## config.mk

```make
export PLATFORM = sky130hd
export DESIGN_NAME = major_cycle_sequencer
export DESIGN_NICKNAME = d
export VERILOG_FILES = /design/src/rtl/major_cycle_sequencer.sv
export SDC_FILE = /design/constraint.sdc
export NUM_CORES = 1
export LEC_CHECK = 0
export ABC_AREA = 1
export BUFFER_PORTS_ARGS = -buffer_cell sky130_fd_sc_hd__buf_2
export CORE_MARGIN = 2
export CORE_UTILIZATION = 51
export DETAILED_ROUTE_END_ITERATION = 6
export PLACE_DENSITY_LB_ADDON = 0.15
export SYNTH_ARGS = -nofsm -noshare
export SYNTH_HDL_FRONTEND = slang
export SYNTH_SLANG_ARGS = --single-unit
```

## constraint.sdc

```tcl
create_clock -name clk -period 1.8 [get_ports clk]
set_input_delay 0.27 -clock clk [delete_from_list [all_inputs] [get_ports clk]]
set_output_delay 0.27 -clock clk [all_outputs]
set_load 0.005 [all_outputs]
```

## src/rtl/major_cycle_sequencer.sv

```systemverilog
// major_cycle_sequencer
// Sequences the PDP-8 major cycles for one instruction at a time. It runs fetch,
// then a one-cycle decode, then any auto-index, indirect and execute phases.
// Each phase holds its ck* output high for CK_CYCLES clocks and then pulses its
// stb* output for one clock. Run, step and halt behaviour come from the run/step inputs.
//
// state  | meaning
// IDLE   | halted, waiting for run or a step pulse
// FETCH  | instruction fetch phase
// DECODE | one quiet cycle; decoded-IR flags sampled, path chosen
// AUTO1  | auto-index location read
// AUTO2  | auto-index location write-back
// IND    | indirect pointer read
// EXEC1  | execute phase 1
// EXEC2  | execute phase 2
// EXEC3  | execute phase 3
module major_cycle_sequencer #(
  parameter int CK_CYCLES = 2
) (
  input  logic       clk,
  input  logic       reset,
  input  logic       run,
  input  logic       step,
  input  logic       instIsIND,
  input  logic       instIsPPIND,
  input  logic [1:0] execCycles,
  output logic       ckFetch,
  output logic       stbFetch,
  output logic       ckAuto1,
  output logic       stbAuto1,
  output logic       ckAuto2,
  output logic       stbAuto2,
  output logic       ckInd,
  output logic       stbInd,
  output logic       ckExec1,
  output logic       stbExec1,
  output logic       ckExec2,
  output logic       stbExec2,
  output logic       ckExec3,
  output logic       stbExec3,
  output logic       running,
  output logic       instDone
);

  typedef enum logic [3:0] {
    IDLE, FETCH, DECODE, AUTO1, AUTO2, IND, EXEC1, EXEC2, EXEC3
  } state_t;

  localparam logic [2:0] CK_LOAD = 3'(CK_CYCLES);

  state_t     state, stateNext;
  logic [2:0] phaseCnt;
  logic [1:0] execReg;
  logic       endInst;
  logic       phaseDone;

  // The phase counter reloads on every state change and counts down while ck is
  // high. Zero marks the strobe cycle. Only execCycles matters after DECODE,
  // because the indirect path is chosen during DECODE itself.
  always_ff @(posedge clk) begin
    if (reset) begin
      state    <= IDLE;
      phaseCnt <= 3'd0;
      execReg  <= 2'd0;
    end else begin
      state <= stateNext;
      if (stateNext != state)
        phaseCnt <= CK_LOAD;
      else if (phaseCnt != 3'd0)
        phaseCnt <= phaseCnt - 3'd1;
      if (state == DECODE)
        execReg <= execCycles;
    end
  end

  // Next-state logic. The end of an instruction goes to FETCH if run is high and to IDLE otherwise.
  always_comb begin
    stateNext = state;
    endInst   = 1'b0;
    phaseDone = (phaseCnt == 3'd0);
    case (state)
      IDLE:   if (run || step) stateNext = FETCH;
      FETCH:  if (phaseDone) stateNext = DECODE;
      DECODE: begin
        if (instIsPPIND)               stateNext = AUTO1;
        else if (instIsIND)            stateNext = IND;
        else if (execCycles != 2'd0)   stateNext = EXEC1;
        else                           endInst   = 1'b1;
      end
      AUTO1:  if (phaseDone) stateNext = AUTO2;
      AUTO2:  if (phaseDone) stateNext = IND;
      IND: begin
        if (phaseDone) begin
          if (execReg != 2'd0) stateNext = EXEC1;
          else                 endInst   = 1'b1;
        end
      end
      EXEC1: begin
        if (phaseDone) begin
          if (execReg >= 2'd2) stateNext = EXEC2;
          else                 endInst   = 1'b1;
        end
      end
      EXEC2: begin
        if (phaseDone) begin
          if (execReg == 2'd3) stateNext = EXEC3;
          else                 endInst   = 1'b1;
        end
      end
      EXEC3:  if (phaseDone) endInst = 1'b1;
      default: stateNext = IDLE;
    endcase
    if (endInst)
      stateNext = run ? FETCH : IDLE;
  end

  // Phase outputs. Everything is forced low while reset is held, so an aborted phase never strobes.
  always_comb begin
    ckFetch  = 1'b0; stbFetch = 1'b0;
    ckAuto1  = 1'b0; stbAuto1 = 1'b0;
    ckAuto2  = 1'b0; stbAuto2 = 1'b0;
    ckInd    = 1'b0; stbInd   = 1'b0;
    ckExec1  = 1'b0; stbExec1 = 1'b0;
    ckExec2  = 1'b0; stbExec2 = 1'b0;
    ckExec3  = 1'b0; stbExec3 = 1'b0;
    running  = 1'b0;
    instDone = 1'b0;
    if (!reset) begin
      running  = (state != IDLE);
      instDone = endInst;
      case (state)
        FETCH: begin ckFetch = !phaseDone; stbFetch = phaseDone; end
        AUTO1: begin ckAuto1 = !phaseDone; stbAuto1 = phaseDone; end
        AUTO2: begin ckAuto2 = !phaseDone; stbAuto2 = phaseDone; end
        IND:   begin ckInd   = !phaseDone; stbInd   = phaseDone; end
        EXEC1: begin ckExec1 = !phaseDone; stbExec1 = phaseDone; end
        EXEC2: begin ckExec2 = !phaseDone; stbExec2 = phaseDone; end
        EXEC3: begin ckExec3 = !phaseDone; stbExec3 = phaseDone; end
        default: ;
      endcase
    end
  end

endmodule

```

After elaboration in Yosys (flattened, before gate mapping)
Index checks and enable logic that the tools add are counted.
Widths: inputs -> output; s select.
{"block": "totals", "register_bits": 9, "out_inout_bits": 16, "word_cells": 85, "input_bits": 8}
{"block": "op_classes", "n_reduce_logical": 10, "n_lt_le_gt_ge": 1, "muxes": 59, "n_addsub": 1, "n_eq_ne": 10}
{"op": "$mux 4", "n": 14}
{"op": "$mux 1", "n": 41}
{"op": "$pmux 4 s9", "n": 1}
{"op": "$eq 4x3->1 const B", "n": 4}
{"op": "$eq 4x2->1 const B", "n": 2}
{"op": "$reduce_bool 2->1", "n": 3}
{"op": "$pmux 1 s5", "n": 1}
{"op": "$eq 4x1->1 const B", "n": 1}
{"op": "$eq 4x4->1 const B", "n": 1}
{"op": "$logic_not 4->1", "n": 1}
{"op": "$mux 2", "n": 2}
{"op": "$ne 4x4->1", "n": 1}
{"op": "$reduce_bool 4->1", "n": 1}
{"op": "$logic_not 3->1", "n": 1}
{"op": "$reduce_bool 3->1", "n": 1}
{"op": "$sub 3x1->3 const B", "n": 1}
{"op": "$eq 2x2->1 const B", "n": 1}
{"op": "$ge 2x2->1 const B", "n": 1}
{"op": "$reduce_or 2->1", "n": 1}
{"op": "$logic_not 1->1", "n": 1}
{"op": "$logic_or 1x1->1", "n": 1}

Depth between registers and ports, before layout
Gate-level depths: netlist of the first run.
{"block": "logic_depth", "word_depth": 8, "ltp_mapped": 15, "depth_no_buf": 14}

Worst setup path after synthesis of the first run
Ideal clock, no wire load.
{"block": "synth_timing", "path_type": "register -> register", "from": "register phaseCnt[0]", "to": "register phaseCnt[1]", "arrival_ps": 1419, "slack_ps": 255, "setup_time_ps": 126, "period_less_slack_ps": 1545, "path_buffers": 1, "required_time_ps": 1674, "path_stages_with_launch": 14, "path_cell_list": "dfxtp_1 nor2_4 nand2_2 buf_6 nor2_1 nor2_1 nand3_1 nand3_1 nand2_1 nand2_1 nor2_2 nand3_2 nor2_2 nor2_2"}
{"block": "synth_via", "elab_chain_cells": 6, "elab_cells_between_ends": 20, "cone_classes": "add/sub: 1; eq/ne: 1; mux: 15; reduce/logical: 3"}
{"element": "start: declaration", "line_no": "52", "rtl": "logic [2:0] phaseCnt;"}
{"element": "start signal: assignment", "line_no": "70", "rtl": "phaseCnt <= phaseCnt - 3'd1;"}
{"element": "$logic_not 3->1", "line_no": "80", "rtl": "phaseDone = (phaseCnt == 3'd0);"}
{"element": "$mux 4, or another cell as far along", "line_no": "105", "rtl": "if (phaseDone) begin"}
{"element": "$pmux 4 s9 / $pmux 1 s5 (equally long branches)", "line_no": "81", "rtl": "case (state)"}
{"element": "$mux 4", "line_no": "113", "rtl": "if (endInst)"}
{"element": "$ne 4x4->1", "line_no": "67", "rtl": "if (stateNext != state)"}
{"element": "$mux 2 / $reduce_bool 2->1 (equally long branches)"}
Several ways; a longest one is shown, not always the timed one. The select of a mux whose other input is x is not followed.
A chain may end at the register's enable or synchronous reset.

Final worst setup path of the first run
{"block": "layout_timing", "from": "register state[0]", "to": "output instDone"}
{"block": "layout_via", "elab_chain_cells": 3, "elab_cells_between_ends": 7, "cone_classes": "eq/ne: 5; mux: 2"}
{"element": "start: declaration", "line_no": "51", "rtl": "state_t state, stateNext;"}
{"element": "start signal: assignment", "line_no": "66", "rtl": "state <= stateNext;"}
{"element": "$eq 4x4->1, or another cell as far along", "line_no": "81"}
{"element": "$pmux 1 s5 *", "line_no": "81"}
{"element": "$mux 1 *", "line_no": "128", "rtl": "if (!reset) begin"}
{"element": "end: declaration", "line_no": "42", "rtl": "output logic instDone"}
Mark *: on every way between the ends. The rest lies on a longest branch, timed or not.

==> results.tsv, run 1 <==
metric	value	unit
run status	finished, violations left	
failing checks	setup timing	
Synth Area in Adders	0	%
RR Endpoint	phaseCnt[1]	
Slew @ Worst Pin	0.330	ns
die area	0.00206	mm^2
Max clock buf depth	2	
via count	1203	
Hold WC Path Type	in2reg	
Die Y	45.4	um
area share of xor/xnor cells in the synthesized design	0	%
most frequent cell after synthesis	nand2_1	
hold endpoint	execReg[1]	
GPL Wtd Cong	1.01	
Post-Syn Area	872	um^2
initial drt markers	45	
synth warn	0	
area leader, netlist	dfxtp_1	
core area	0.00156	mm^2
syn avg cell area	5.52	um^2
final setup margin	-0.0321	ns
top-area cell type share of the netlist area	20.7	%
Post-synth ARST share	0	%
PD cells	1400	mW/mm^2
CP Class	reg2out	
num ports	24	
Layout fillers	136	
Hold Path Depth	3	
clock-pin slew on the worst setup and hold paths	0.06	ns
Sink Count	9	
r2r setup slk	0.10	ns
number of flops mapped to enable cells by yosys	0	
routed len/inst	13.8	um
initial antenna violation count	0	
Fin. Hold Viols	0	
Pleak	0.597	nW
register area share after synthesis	20.7	%
root buf cell	clkbuf_4	
Num CTS Buffers	3	
vias per cell	5.81	
# H-tree levels	1	
pre-CTS setup slack	0.0601	ns
CP required	1.53	ns
Detailed Route WL	2870	um
critical path endpoint category	output port	
share of cells above drive strength 1	39.8	%
RSZ-0062 raised after global routing	yes	
final slew viol count	0	
post-route clock period utilization	102	%
Post-synth top cells	nand2_1, nor2_1, nand3_1	
Area contributors post-synth	dfxtp_1, nand2_1, nor2_1	
compound-cell area share of the yosys netlist	5.88	%
Post-DRT Antenna Nets	0	
simple-gate share of the synthesized area	62.6	%
FF+latch count, synth	9	
worst skew pair latency	0.27	ns
total power	1.65	mW
Max IR drop VDD	969	uV
Post-synth top flop	dfxtp_1	
final setup violating endpoints	1	
combinational family with the most area after synthesis	simple AND/OR/NAND/NOR gates	
# DRC	0	
max cap viols	0	
P&R area growth vs syn	35.3	%
Total GRT Usage	28.5	%
CTS tree	done	
IO buf count	23	
hold_sp	execCycles[1]	
fin nets	200	
Post-Syn Instances	158	
Fmax achieved	546	MHz
Syn Nets	166	
reg-to-reg startpoint	state[0]	
worst hold margin	0.304	ns
FP Rows	14	
Detail Placement HPWL	1930	um
Slew HR	78.0	%
largest net degree at the start of global routing	13	
Initial Util	55.9	%
number of global-route vias before repair	958	
Die X	45.4	um
first-pass GRT wire length	4140	um
R2R depth	12	
Inserted Diodes	0	
CP arrival	1.56	ns
Synth cell types	18	
hold buffers post-CTS	0	
Final min period	1.83	ns
Worst Path Max Fanout	6	
mux contribution to synthesized area	0	%
grt total ovfl	0	
Clock Skew	0.00633	ns
CP Launch Type	flip-flop	
first-pass iteration count of the detailed router	4	
[cell usage in the layout, fill, tap and decap left out, drive strengths merged]
cell    instances
nand2          48
nor2           43
buf            31
inv            20
nand3          19
dfxtp           9
nor3            7
a21oi           5
o21ai           4
clkbuf          4
a31oi           1
[per-layer routing]
| metal | track usage (%) | vias up | wire (um) |
|---|---|---|---|
| li1 | - | 563 | - |
| met1 | 31.8 | 527 | 1070 |
| met2 | 48.6 | 88 | 1440 |
| met3 | 9.60 | 25 | 242 |
| met4 | 12.9 | 0 | 113 |
| met5 | 0 | - | 0 |
[layout make-up]
type	count	area [um^2]	area share (%)
flip-flops and latches	9	195	16.5
clock buffers	4	26.3	2.23
inverters	20	75.1	6.36
multi-input cells	127	684	58.0
repair buffers	31	179	15.2
well taps	16	20.0	1.70
[registers in the layout, summed over array words and instances (netlist names)]
signal / count
state: 4
execReg: 2
phaseCnt: 3
[cell families after synthesis]
| logic type | Yosys count |
|---|---|
| and+or+nand+nor | 116 |
| buffers and inverters | 23 |
| AOI/OAI and AO/OA | 10 |
| DFF | 9 |
[where the power goes]
part           total, mW  switching (mW)  leakage [nW]  internal (mW)
registers          0.350          0.0779        0.0767          0.272
logic               1.14           0.737         0.506          0.399
clock network      0.164          0.0779        0.0150         0.0859
total               1.65           0.893         0.597          0.757
[how the worst max path moves through the flow]
stage / slack [ns] / to / cells after the start / start
2_1_floorplan: 0.26 / phaseCnt[1] / 13 / phaseCnt[0]
3_3_place_gp: 0.04 / phaseCnt[1] / 13 / state[0]
3_5_place_dp: 0.06 / phaseCnt[1] / 13 / state[0]
4_1_cts: 0.001 / instDone / 8 / phaseCnt[0]
5_1_grt: -0.09 / instDone / 9 / state[0]
6_report: -0.03 / instDone / 9 / state[0]
[worst max-delay path, cell delays in order, from the launching register on]
cell	delay [ns]
dfxtp_2	0.33
buf_6	0.13
nor2_4	0.18
nand3_4	0.11
nor2_4	0.13
nor2_4	0.05
nand2_2	0.07
inv_2	0.05
nor2_1	0.10
buf_2	0.12
[through the flow]
step	utilization (%)	TNS, ns	std cells	instance area [um^2]
2_1_floorplan	-	0	158	872
3_3_place_gp	64.3	0	196	1000
6_report	75.7	-0.0321	207	1180
4_1_cts	68.9	0	202	1070
5_1_grt	75.7	-0.193	207	1180
3_5_place_dp	64.3	0	196	1000
[what timing repair did]
action,in CTS,in global routing
endpoints found under the setup margin,2,12
gates cloned,0,1
gates resized for setup,9,20
setup buffers,2,4
pin swaps,2,8
Note: power is estimated with default switching activity, not from simulation.
==> run 2, diff against run 1 <==
ABC_AREA = not set   (was 1)
CORE_UTILIZATION = 49   (was 51)
SLEW_MARGIN = 30   (was not set)
clock period = 1.77 ns   (was 1.8 ns; I/O delays follow)
==> results.tsv, run 2 <==
metric	value	unit	change
run status	stopped before the end		
Max clock buf depth	2		unchanged
# H-tree levels	1		unchanged
largest net degree at the start of global routing	16		
FF+latch count, synth	9		unchanged
Syn Nets	120		-28%
Post-synth ARST share	0	%	unchanged
Synth cell types	37		+19
number of flops mapped to enable cells by yosys	0		unchanged
GPL Wtd Cong	0.968		-4.2%
Die X	44.0	um	-2.9%
Post-Syn Instances	112		-29%
Initial Util	52.2	%	-3.8 points
FP Rows	14		unchanged
num ports	24		unchanged
syn avg cell area	7.02	um^2	+27%
most frequent cell after synthesis	nor2_1		
Detail Placement HPWL	2200	um	+14%
synth warn	0		unchanged
Sink Count	9		unchanged
Num CTS Buffers	3		unchanged
Post-Syn Area	786	um^2	-9.9%
root buf cell	clkbuf_4		
Die Y	44.0	um	-2.9%
top-area cell type share of the netlist area	22.9	%	+2.3 points
Failed at	global routing (5_1_grt)		
register area share after synthesis	22.9	%	+2.3 points
dpl cells	187		-4.6%
Post-synth top cells	nor2_1, dfxtp_1, nand2_1, nor3_1, o21ai_0		
Post-synth top flop	dfxtp_1		
Area contributors post-synth	dfxtp_1, nor2_1, nor3_1		
IO buf count	23		unchanged
worst_ep kind	register data pin		
area leader, netlist	dfxtp_1		
grt repair worst endpoint	phaseCnt[1]$_SDFFE_PP0P_/D		
hold buffers post-CTS	0		unchanged
Error	[ERROR DPL-0038] Utilization greater than 100%, impossible to legalize		
run 2: cells by family after synthesis:
| family | count (synthesis) | share of synthesized area, % |
|---|---|---|
| AO/OA/AOI/OAI | 25 | 24.0 |
| multiplexers | 2 | 2.55 |
| XOR/XNOR | 2 | 2.23 |
| buffers and inverters | 10 | 5.10 |
| AND/OR/NAND/NOR | 64 | 43.2 |
| flip-flops | 9 | 22.9 |
run 2: through the flow:
stage | setup TNS (ns) | hold WS (ns) | instance area (um^2) | worst slack (ns) | util (%)
floorplan | -1.91 | 0.409 | 806 | -0.595 | -
global placement | -1.91 | 0.531 | 1230 | -0.538 | 81.6
detailed placement | -2.21 | 0.558 | 1230 | -0.583 | 81.6
CTS | -3.37 | 0.349 | 1390 | -0.556 | 92.0
run 2: what timing repair did:
action                     in CTS
gates resized for setup        27
setup endpoints to repair      22
setup buffers                   4
pin swaps                       4
==> run 3, diff against run 2 <==
CORE_AREA = 2 2 63 65   (was not set)
CORE_MARGIN = not set   (was 2)
CORE_UTILIZATION = not set   (was 49)
DIE_AREA = 0 0 65 67   (was not set)
==> results.tsv, run 3 <==
metric	value	unit	change
run status	finished, violations left		
failing checks	setup timing		
Gate power share	75.4	%	
Clock Skew	0.00803	ns	
first-pass iteration count of the detailed router	4		
Sink Count	9		unchanged
Num CTS Buffers	3		unchanged
post-route clock period utilization	135	%	
# DRC	0		
area of the multi-input gates	717	um^2	
Max IR drop VDD	408	uV	
commonest non-fill, non-tap cells in the layout	buf_4, buf_2, nor2_1		
vias per cell	4.80		
final setup violating endpoints	15		
Post-synth top cells	nor2_1, dfxtp_1, nand2_1, nor3_1, o21ai_0		
Reg power frac	13.6	%	
Post-DRT Antenna Nets	0		
worst hold margin	0.391	ns	
worst skew pair latency	0.24	ns	
Total GRT Usage	15.8	%	
Fin. Hold Viols	0		
Worst Path Max Fanout	3		
placed cell area	0.00127	mm^2	+3.3%
Inserted Diodes	0		
PD cells	1440	mW/mm^2	
root buf cell	clkbuf_8		
hold_sp	execCycles[1]		
Synth cell types	37		unchanged
cell mode on critical path	or4b_4		
syn avg cell area	7.02	um^2	unchanged
FP Rows	22		+8
Post-synth ARST share	0	%	unchanged
die area	0.00436	mm^2	
GPL Wtd Cong	0.905		-6.5%
IO buf count	23		unchanged
CTS tree	done		
initial drt markers	43		
critical path endpoint category	flip-flop		
Final min period	2.38	ns	
reg-to-reg startpoint	state[3]		
Pleak	0.712	nW	
Clk pwr share	11.0	%	
top-area cell type share of the netlist area	22.9	%	unchanged
dpl cells	219		+17%
crit path max-delay cell type	or4b_4		
FF+latch count, synth	9		unchanged
most frequent cell after synthesis	nor2_1		
Die Y	67	um	+52%
CP arrival	2.49	ns	
CP Class	reg2reg		
area leader, netlist	dfxtp_1		
Detailed Route WL	3230	um	
critical path's largest stage delay	0.55	ns	
Switch Pwr	936	uW	
share of cells above drive strength 1	60.4	%	
routed len/inst	13.7	um	
CP required	1.88	ns	
first-pass GRT wire length	5250	um	
Syn Nets	120		unchanged
register area	183	um^2	
fin nets	196		
Post-Syn Instances	112		unchanged
Post-Syn Area	786	um^2	unchanged
core area	0.00361	mm^2	
final setup margin	-0.611	ns	
Hold WC Path Type	in2reg		
P&R area growth vs syn	98.9	%	
max FFs per register	4		
Slew @ Worst Pin	0.393	ns	
Largest Register	state		
RSZ-0062 raised after global routing	yes		
Area contributors post-synth	dfxtp_1, nor2_1, nor3_1		
Fmax achieved	420	MHz	
number of flops mapped to enable cells by yosys	0		unchanged
Initial Util	21.8	%	-30 points
Die X	65	um	+48%
final instance area	0.00156	mm^2	
largest net degree at the start of global routing	14		
# H-tree levels	1		unchanged
Max clock buf depth	2		unchanged
CP Launch Type	flip-flop		
switching share of total power	41.4	%	
synth warn	0		unchanged
Slew HR	73.6	%	
final slew viol count	0		
crit path from	state[3]		
via count	1128		
crit-path cells	or4b_4 > or4b_4 > nand2_4 > nor2b_4 > a22oi_4 > xnor2_2 > o41a_1		
max cap viols	0		
hold buffers post-CTS	0		unchanged
num ports	24		unchanged
grt total ovfl	0		
register area share after synthesis	22.9	%	unchanged
TNS Setup	-3.88	ns	
Cell Int Power	1.32	mW	
leading cell type in the layout, fill and taps excluded	buf_4		
number of global-route vias before repair	1088		
Post-synth top flop	dfxtp_1		
initial antenna violation count	0		
clock-pin slew on the worst setup and hold paths	0.05	ns	
Layout fillers	374		
Detail Placement HPWL	2370	um	+7.4%
fin cells	235		
Largest regs	state (4), phaseCnt (3), execReg (2)		
run 3: per-layer routing:
layer	wire length, um	track usage (%)	vias up
met5	0	0	-
met2	1450	24.2	44
met1	1530	21.3	511
met4	109	8.51	0
met3	134	2.20	10
li1	-	-	563
run 3: worst paths after layout:
check,slack (ns),end,depth (start not counted)
setup / recovery,-0.61,phaseCnt[1],7
hold / removal,0.39,execReg[1],4
setup reg to reg,-0.61,phaseCnt[1],7
hold reg to reg,0.61,execReg[0],3
run 3: worst max-delay path, delay by kind of cell (launching register included):
| family | cells | cell delay (ns) |
|---|---|---|
| xor gates and xnor gates | 1 | 0.09 |
| DFF | 1 | 0.32 |
| AOI/OAI and AO/OA | 2 | 0.60 |
| and+or+nand+nor | 4 | 1.26 |
run 3: area by class of cell:
type	instances	area share, %
tap	48	3.84
multi-input combinational	93	45.9
timing repair buffer	78	35.0
clock buffer	4	2.88
sequential	9	11.7
inverter	3	0.721
run 3: power groups by stage:
| stage | sequential [mW] | combinational [mW] | clock [mW] |
|---|---|---|---|
| after global placement | 0.304 | 1.39 | 0 |
| after floorplan | 0.313 | 0.711 | 0 |
| after CTS | 0.305 | 1.52 | 0.253 |
| final | 0.307 | 1.70 | 0.248 |
| after detailed placement | 0.307 | 1.39 | 0 |
| after global routing | 0.319 | 1.84 | 0.265 |
run 3: repair_timing:
action,4_1_cts,5_1_grt
setup endpoints to repair,22,22
hold endpoints to repair,0,0
pin swaps,2,4
resized for setup,16,21
setup buffers,5,7
run 3: logic make-up after synthesis:
kind of cell	Yosys count	share of synthesized area, %
AOI/OAI and AO/OA	25	24.0
xor gates and xnor gates	2	2.23
buffers and inverters	10	5.10
DFF	9	22.9
muxes	2	2.55
and+or+nand+nor	64	43.2
run 3: through the flow:
step / power, mW / setup slack (ns) / util (%)
6_report: 2.26 / -0.611 / 43.3
3_3_place_gp: 1.69 / -0.670 / 35.2
5_1_grt: 2.43 / -0.674 / 43.3
2_1_floorplan: 1.02 / -0.595 / -
4_1_cts: 2.07 / -0.590 / 39.1
3_5_place_dp: 1.69 / -0.669 / 35.2
==> run 4, diff against run 3 <==
CTS_BUF_LIST = sky130_fd_sc_hd__clkbuf_16   (was not set)
==> results.tsv, run 4 (synthesis gave the netlist of run 3 again) <==
metric	value	unit	change
run status	finished, violations left		
failing checks	setup timing		
number of global-route vias before repair	1107		+1.7%
Post-DRT Antenna Nets	0		unchanged
reg-to-reg startpoint	state[3]		
GPL Wtd Cong	0.905		unchanged
RSZ-0062 raised after global routing	yes		
cell mode on critical path	or4b_4		
Clk pwr share	16.3	%	+5.3 points
clock-pin slew on the worst setup and hold paths	0.04	ns	about the same
pre-CTS setup slack	-0.669	ns	unchanged
Total GRT Usage	15.8	%	unchanged
# H-tree levels	1		unchanged
hold endpoint	execReg[1]		
Worst Path Max Fanout	3		unchanged
CP arrival	2.48	ns	about the same
Max IR drop VDD	452	uV	+11%
placed cell area	0.00127	mm^2	unchanged
worst hold margin	0.397	ns	+0.00536 ns
Pleak	0.737	nW	+3.4%
num ports	24		unchanged
Slew @ Worst Pin	0.393	ns	-0.00000131 ns
Detailed Route WL	3190	um	-1.2%
register area	183	um^2	unchanged
Die Y	67	um	unchanged
Worst Path Buf+Inv	0		unchanged
final setup violating endpoints	13		-2
largest net degree at the start of global routing	14		unchanged
Num CTS Buffers	3		unchanged
Gate power share	71.1	%	-4.3 points
critical path's largest stage delay	0.55	ns	about the same
area of the multi-input gates	727	um^2	+1.4%
Initial Util	21.8	%	unchanged
fin nets	196		unchanged
grt total ovfl	0		unchanged
max FFs per register	4		unchanged
commonest non-fill, non-tap cells in the layout	buf_4, buf_2, nor2_1		
max cap viols	0		unchanged
Inserted Diodes	0		unchanged
hold buffers post-CTS	0		unchanged
leading cell type in the layout, fill and taps excluded	buf_4		
# DRC	0		unchanged
Switch Pwr	954	uW	+1.9%
TNS Setup	-3.66	ns	+0.222 ns
initial drt markers	41		-4.7%
worst skew pair latency	0.23	ns	about the same
Detail Placement HPWL	2370	um	unchanged
final slew viol count	0		unchanged
final setup margin	-0.601	ns	+0.0105 ns
Max clock buf depth	2		unchanged
CP Launch Type	flip-flop		
Hold Path Depth	4		unchanged
first-pass GRT wire length	5300	um	+0.93%
post-route clock period utilization	134	%	-0.60 points
crit-path cells	or4b_4 > or4b_4 > nand2_4 > nor2b_4 > a22oi_4 > xnor2_2 > o41a_1		
IO buf count	23		unchanged
crit path max-delay cell type	or4b_4		
vias per cell	4.73		-1.5%
RR Endpoint	phaseCnt[1]		
critical path endpoint category	flip-flop		
core area	0.00361	mm^2	unchanged
Slew HR	73.6	%	about the same
FP Rows	22		unchanged
Sink Count	9		unchanged
Fin. Hold Viols	0		unchanged
Largest regs	state (4), phaseCnt (3), execReg (2)		
P&R area growth vs syn	105	%	
largest delay contributor family on the critical path	simple AND/OR/NAND/NOR gates		
Layout fillers	367		-1.9%
Largest Register	state		
Die X	65	um	unchanged
share of cells above drive strength 1	61.0	%	+0.53 points
Hold WC Path Type	in2reg		
CP Class	reg2reg		
switching share of total power	39.3	%	-2.1 points
initial antenna violation count	0		unchanged
routed len/inst	13.6	um	-1.2%
PD cells	1510	mW/mm^2	+4.3%
root buf cell	clkbuf_16		
Reg power frac	12.7	%	-0.9 points
via count	1111		-1.5%
Cell Int Power	1.47	mW	+11%
Fmax achieved	422	MHz	+0.44%
CTS tree	done		
r2r setup slk	-0.60	ns	about the same
Final min period	2.37	ns	-0.0105 ns
hold_sp	execCycles[1]		
first-pass iteration count of the detailed router	4		unchanged
Clock Skew	0.00277	ns	-0.00526 ns
final instance area	0.00161	mm^2	+3.0%
die area	0.00436	mm^2	unchanged
CP required	1.88	ns	about the same
R2R depth	7		unchanged
## run 4: changes by cell type in the layout (fill, tap and decap cells not counted), sizes merged
cell    previous run  this run
clkbuf             4         3
inv                3         4
## run 4: worst reg2reg max path, stage by stage (launching register included)
cell     delay (ns)
dfxtp_2        0.32
or4b_4         0.55
or4b_4         0.55
nand2_4        0.11
nor2b_4        0.05
a22oi_4        0.18
xnor2_2        0.09
o41a_1         0.42
## run 4: layout make-up
class	count	area share, %
multi-input cells	93	45.1
repair buffers	78	34.2
flip-flops and latches	9	11.3
clock buffers	3	4.66
well taps	48	3.73
inverters	3	0.699
clock inverters	1	0.233
## run 4: power by group through the flow
stage	Sequential, mW	Clock [mW]	Combinational [mW]
after detailed placement	0.307	0	1.39
final	0.308	0.395	1.72
after global placement	0.304	0	1.39
after global routing	0.320	0.417	1.86
after CTS	0.307	0.404	1.57
after floorplan	0.313	0	0.711
## run 4: timing repair
item                       in CTS  in global routing
resized for setup              21                 19
buffers inserted                5                  7
pin swaps                       4                  4
setup endpoints to repair      21                 22
## run 4: through the flow
step / util [%] / total power [mW] / std cells
final: 44.7 / 2.43 / 235
after global routing: 44.7 / 2.60 / 235
after CTS: 40.7 / 2.28 / 228
after detailed placement: 35.2 / 1.69 / 219
after global placement: 35.2 / 1.69 / 219
after floorplan: - / 1.02 / 112
## run 4: worst max path at each step
stage	to	slack, ns	from	cells past startpoint
final	phaseCnt[1]	-0.60	state[3]	7
after global routing	phaseCnt[1]	-0.67	state[2]	7
after CTS	phaseCnt[1]	-0.59	state[3]	7
after detailed placement	phaseCnt[1]	-0.67	state[3]	7
after global placement	phaseCnt[1]	-0.67	state[2]	7
after floorplan	phaseCnt[1]	-0.60	state[3]	8
## run 4: per-layer routing
layer / up-vias / track usage [%] / share of wire [%]
li1: 566 / - / -
met1: 509 / 21.4 / 48
met2: 30 / 24.5 / 46
met3: 6 / 2.20 / 3.3
met4: 0 / 7.71 / 2.5
met5: - / 0 / 0
